### src/rtl/arb_mux_reg.sv
// arb_mux_reg: N:1 datapath multiplexer feeding a registered valid/ready
// output stage. The channel is picked either by an external select (MODE=0)
// or by an internal round-robin arbiter (MODE=1).
module arb_mux_reg #(
  parameter int WIDTH = 32,
  parameter int N_IN  = 4,
  parameter int MODE  = 0,
  localparam int SEL_W = $clog2(N_IN)
) (
  input  logic                  clk,
  input  logic                  rst,
  input  logic [N_IN-1:0]       in_valid,
  input  logic [N_IN*WIDTH-1:0] in_data,
  output logic [N_IN-1:0]       in_ready,
  input  logic [SEL_W-1:0]      sel,
  output logic                  out_valid,
  output logic [WIDTH-1:0]      out_data,
  output logic [SEL_W-1:0]      out_src,
  input  logic                  out_ready
);

  logic [WIDTH-1:0] ch_data [N_IN];
  logic [SEL_W-1:0] ptr;
  logic [SEL_W-1:0] ptr_next;
  logic [SEL_W-1:0] rr_cand;
  logic             rr_found;
  logic [SEL_W-1:0] cand;
  logic             cand_ok;
  logic [WIDTH-1:0] cand_data;
  logic             load;
  logic             xfer;

  // The output register can take a word when it is empty or being drained.
  assign load = ~out_valid | out_ready;

  // Unpack the flattened input bus and drive one ready bit per channel;
  // only the current candidate can ever see ready, so ready stays one-hot.
  for (genvar gi = 0; gi < N_IN; gi++) begin : g_ch
    assign ch_data[gi]  = in_data[gi*WIDTH +: WIDTH];
    assign in_ready[gi] = load & cand_ok & (cand == SEL_W'(gi));
  end

  // Round-robin scan: first valid channel starting at ptr, wrapping around.
  always_comb begin
    int idx;
    idx      = 0;
    rr_found = 1'b0;
    rr_cand  = '0;
    for (int k = 0; k < N_IN; k++) begin
      idx = int'(ptr) + k;
      if (idx >= N_IN) idx = idx - N_IN;
      if (!rr_found && in_valid[SEL_W'(idx)]) begin
        rr_found = 1'b1;
        rr_cand  = SEL_W'(idx);
      end
    end
  end

  // Pick the candidate for the active mode; an out-of-range select means
  // no channel is offered at all.
  always_comb begin
    cand    = '0;
    cand_ok = 1'b0;
    if (MODE == 1) begin
      cand    = rr_cand;
      cand_ok = rr_found;
    end else begin
      cand    = sel;
      cand_ok = (int'(sel) < N_IN);
    end
  end

  // Data of the candidate channel, zero when the candidate does not exist.
  always_comb begin
    cand_data = '0;
    for (int i = 0; i < N_IN; i++) begin
      if (cand == SEL_W'(i)) cand_data = ch_data[SEL_W'(i)];
    end
  end

  assign xfer     = |(in_valid & in_ready);
  assign ptr_next = (cand == SEL_W'(N_IN - 1)) ? '0 : cand + SEL_W'(1);

  // Output register and arbitration pointer: fill on transfer (replacing a
  // word being drained in the same edge), empty on a drain with no refill,
  // otherwise hold; the pointer only moves past a granted channel.
  always_ff @(posedge clk or posedge rst) begin
    if (rst) begin
      out_valid <= 1'b0;
      out_data  <= '0;
      out_src   <= '0;
      ptr       <= '0;
    end else begin
      if (xfer) begin
        out_valid <= 1'b1;
        out_data  <= cand_data;
        out_src   <= cand;
        if (MODE == 1) ptr <= ptr_next;
      end else if (out_ready) begin
        out_valid <= 1'b0;
      end
    end
  end

endmodule

### config.mk
export PLATFORM = sky130hd
export DESIGN_NAME = arb_mux_reg
export DESIGN_NICKNAME = d
export VERILOG_FILES = /design/src/rtl/arb_mux_reg.sv
export SDC_FILE = /design/constraint.sdc
export NUM_CORES = 1
export LEC_CHECK = 0
export CORE_MARGIN = 8
export CORE_UTILIZATION = 60
export CTS_CLUSTER_DIAMETER = 60
export DETAILED_ROUTE_END_ITERATION = 7
export DONT_BUFFER_PORTS = 1
export PLACE_DENSITY_LB_ADDON = 0.12
export SLEW_MARGIN = 20
export SYNTH_ARGS = -nofsm -noshare
export SYNTH_HDL_FRONTEND = slang
export SYNTH_SLANG_ARGS = --single-unit
### constraint.sdc
create_clock -name clk -period 1.95 [get_ports clk]
set_input_delay 0.39 -clock clk [delete_from_list [all_inputs] [get_ports clk]]
set_output_delay 0.39 -clock clk [all_outputs]
set_load 0.01 [all_outputs]
## After elaboration in Yosys (flattened, before gate mapping)

Cells that the tools add are included.

- Bits in registers: 35
- Bits of input ports: 137
- Output and inout bits: 39
- Word-level logic and storage cells: 22

- Eq/ne operators: 3
- Mux-type cells: 6
- Bitwise operators: 7
- Reduce and logical (&&, ||, !) cells: 3

Operator list:

| kind | number |
|---|---|
| two-way mux 32 bit | 4 |
| AND 1 bit | 4 |
| AND 4 bit | 1 |
| equality test 2 bit (second input constant) | 2 |
| OR reduction 4 bit | 1 |
| equality test 2 x 1 -> 1 bit (second input constant) | 1 |
| logical NOT 2 bit | 1 |
| two-way mux 1 bit | 2 |
| nonzero test 2 bit | 1 |
| NOT 1 bit | 1 |
| OR 1 bit | 1 |

## Depth between registers and ports, before layout

- Depth in word-level cells: 6
- Mapped depth: 6
- Gate-level depth less buffers: 4

## Least setup slack after synthesis

OpenSTA, ideal clock, no wires.

- Kind: register to output
- Start: register out_valid
- End: output in_ready[1]
- Data arrival time: 1212 ps
- Required time: 1560 ps
- Slack: 348 ps
- Cell stages (with the launch flop): 5
- Buffers on the path: 2
- Path through: dfrtp_1 nor2b_1 clkbuf_2 clkbuf_1 nor3b_1

- Longest elaborated chain between the ends: 3

RTL lines:

| element | RTL line | RTL |
|---|---|---|
| start, declared | 16 | `output logic out_valid,` |
| start signal, assigned | 89 | `out_valid <= 1'b0;` |
| start signal, assigned | 95 | `out_valid <= 1'b1;` |
| start signal, assigned | 100 | `out_valid <= 1'b0;` |
| NOT 1 bit | 34 | `assign load = ~out_valid \| out_ready;` |
| OR 1 bit | 34 |  |
| AND 1 bit | 40 | `assign in_ready[gi] = load & cand_ok & (cand == SEL_W'(gi));` |
| end, declared | 14 | `output logic [N_IN-1:0] in_ready,` |

No other way between the ends.

## Worst setup path after layout

Same ends and word-level chain as after synthesis.

==> flow_summary.toml <==
[critical_path]
max_stage_delay_ps = 450
endpoint_kind = "primary output"
cp.depth = 2
crit_path_max_fanout = 16
slowest_stage = "dfrtp_1"
r2r_slack_ps = 330
critPathBufInv = 0
setup.worst_path.start_class = "flip-flop"
startpoint = "out_valid$_DFFE_PP0P_"
worstPathArrival_ps = 1380
crit_type = "flip-flop to primary output"
critPathTopFamily = "simple AND/OR/NAND/NOR gates"
r2r_end = "out_src[0]$_DFFE_PP0P_"
crit_chain = "nor2b_4 > nor3b_1"
r2r_start = "out_valid$_DFFE_PP0P_"
required_ps = 1560
reg2reg_depth = 4
critPathCapture = "in_ready[1]"

[placed_design]
io_buffer_count = 0
place_inst = 186
dp_hpwl_um = 3376
place_congestion = 0.7119
place_worst_setup_slack_ps = 118.2

[die]
io_pins = 176
die-area_sq_um = 5157
fp.dieH_um = 71.82
start_util = 0.6225
std_cell_rows = 20
die_x_um = 71.82
coreArea_sq_um = 3003

[yosys]
syn_area_per_cell_sq_um = 11.26
synth_commonest_cells = "dfrtp_1, a21o_1, mux2i_1, nor4_1, clkbuf_1"
async_reset_ff_frac = 1.000
synthTopCellsByArea = "dfrtp_1, mux2i_1, a21o_1"
synth-seq-cells = 35
ys_seq_area_frac = 0.4685
yosysTopAreaCell = "dfrtp_1"
synth.distinct_cells = 24
yosysMostFrequentCell = "dfrtp_1"
syn_area_sq_um = 1869
synth.net_count = 303
ys_warn_count = 0
synth_top_cell_area_share = 0.4685
synth_ff_type = "dfrtp_1"
syn_inst = 166
synth-edff-count = 0

[power_and_ir_drop]
leakage_nw = 1.072
vdd_drop_max_uv = 590.1
powerDensity_nw_per_um2 = 872.1

[grt]
grt.total_usage = 0.1803
grt_pass1_wl_um = 7348
antenna_found_initial = 0
overflow = 0
first_global_vias = 1440
grt_max_degree = 40

[worst_hold_path]
hold_path.class = "input port to asynchronous set/reset pin"

[drt]
vias = 1298
routedWlPerCell_um = 23.87
drtPass1Iterations = 4
first_iter_violations = 46
avgViaCountPerCell = 6.691
drc = 0
antenna_left = 0
routed_wl_um = 4631

[timing]
slew_headroom = 0.7122
fin_setup_tns_ps = 0
final.period_utilization = 0.9062
fin_skew_ps = 7.058
drv_slew = 0
rsz0062_at_grt = "no"
min_period_ps = 1767
max_slew.worst_pin.slew_ps = 431.8
finalHoldViolCount = 0
timing.final.ws_setup_ps = 182.9
fmax_ghz = 0.5659
setup_viol = 0

[cts]
cts_buffers = 5
postCtsSetupBuffers = 0
cts_tree = "done"
cts_buffer_depth = 2
cts-root-buf = "clkbuf_4"
htreeDepth = 2
clock-sinks = 35
clkTransAtPathRegs_ps = 100
worstSkewPairLatency_ps = 330

[cells_and_area]
drive_gt1_frac = 0.09938
num-nets-final = 297
layout.cells.non_filler = 194
diodes = 0
fillers = 261
syn2layout_area_growth_pct = 2.142

[job]
drv_cap = 0

[status]
outcome = "finished clean"
-- per-layer routing --
| layer | track usage | wire length (um) |
|---|---|---|
| met5 | 0 | 0 |
| met3 | 0.1255 | 760 |
| met1 | 0.1890 | 1690 |
| met4 | 0.06803 | 46 |
| met2 | 0.2763 | 2133 |
-- worst min path at each step --
stage               slack [ps]  depth (start not counted)                     from                      end
floorplan                  520                          1  out_data[0]$_DFFE_PP0P_  out_data[0]$_DFFE_PP0P_
global placement           400                          2                      rst  out_data[8]$_DFFE_PP0P_
detailed placement         410                          2                      rst  out_data[9]$_DFFE_PP0P_
CTS                         50                          2                      rst  out_data[8]$_DFFE_PP0P_
global route                70                          2                      rst  out_data[9]$_DFFE_PP0P_
finish                      40                          2                      rst  out_data[9]$_DFFE_PP0P_
-- where the power goes --
group	internal (W)	switching, W
Combinational	0.000146	0.000144
Sequential	0.000847	0.000159
Clock	0.000141	0.000228
-- placed cells by master (no fill, tap or decap), drive strengths merged --
master / Yosys / layout
nor3: 2 / 2
nor3b: 1 / 1
clkinv: 0 / 1
nand2: 2 / 2
buf: 10 / 5
nor4: 32 / 32
nand3: 1 / 1
nand2b: 1 / 1
a21o: 32 / 32
mux2i: 33 / 33
dfrtp: 35 / 35
and3: 1 / 1
inv: 2 / 2
nor2b: 1 / 1
a31oi: 1 / 1
o21ai: 1 / 1
mux2: 2 / 2
nor2: 1 / 1
clkbuf: 8 / 7
-- repair_timing --
item                                    in CTS  in global routing
hold endpoints to repair                     0                  0
endpoints found under the setup margin       2                  0
gates resized for setup                      1                  0
hold buffers                                 0                  0
-- state kept, by name, summed over array words and instances (netlist names) --
| name | cells |
|---|---|
| out_valid | 1 |
| out_src | 2 |
| out_data | 32 |
-- final cells by class --
cell class                      instances  area [sq um]  share of cell area
Multi-Input combinational cell        111         897.1              0.4699
Sequential cell                        35         875.8              0.4587
Clock buffer                            7         45.04             0.02359
Tap cell                               33         41.29             0.02163
Timing Repair Buffer                    5         37.54             0.01966
Inverter                                2         7.507            0.003932
Clock inverter                          1         5.005            0.002621
-- through the flow --
stage	power [W]	hold WS, ps	cell area, sq um	utilization
2_1_floorplan	0.001265	518.4	1869	-
3_5_place_dp	0.001317	410.1	1854	0.6175
4_1_cts	0.001684	45.15	1909	0.6358
6_report	0.001665	37.24	1909	0.6358
5_1_grt	0.001766	65.15	1909	0.6358
3_3_place_gp	0.001301	399.4	1854	0.6175
-- cells by family after synthesis --
family | synth area share
AO/OA/AOI/OAI | 0.1426
buffers and inverters | 0.06024
flip-flops | 0.4685
multiplexers | 0.1908
AND/OR/NAND/NOR | 0.1379
No activity file was read; power rests on OpenSTA's default activity.
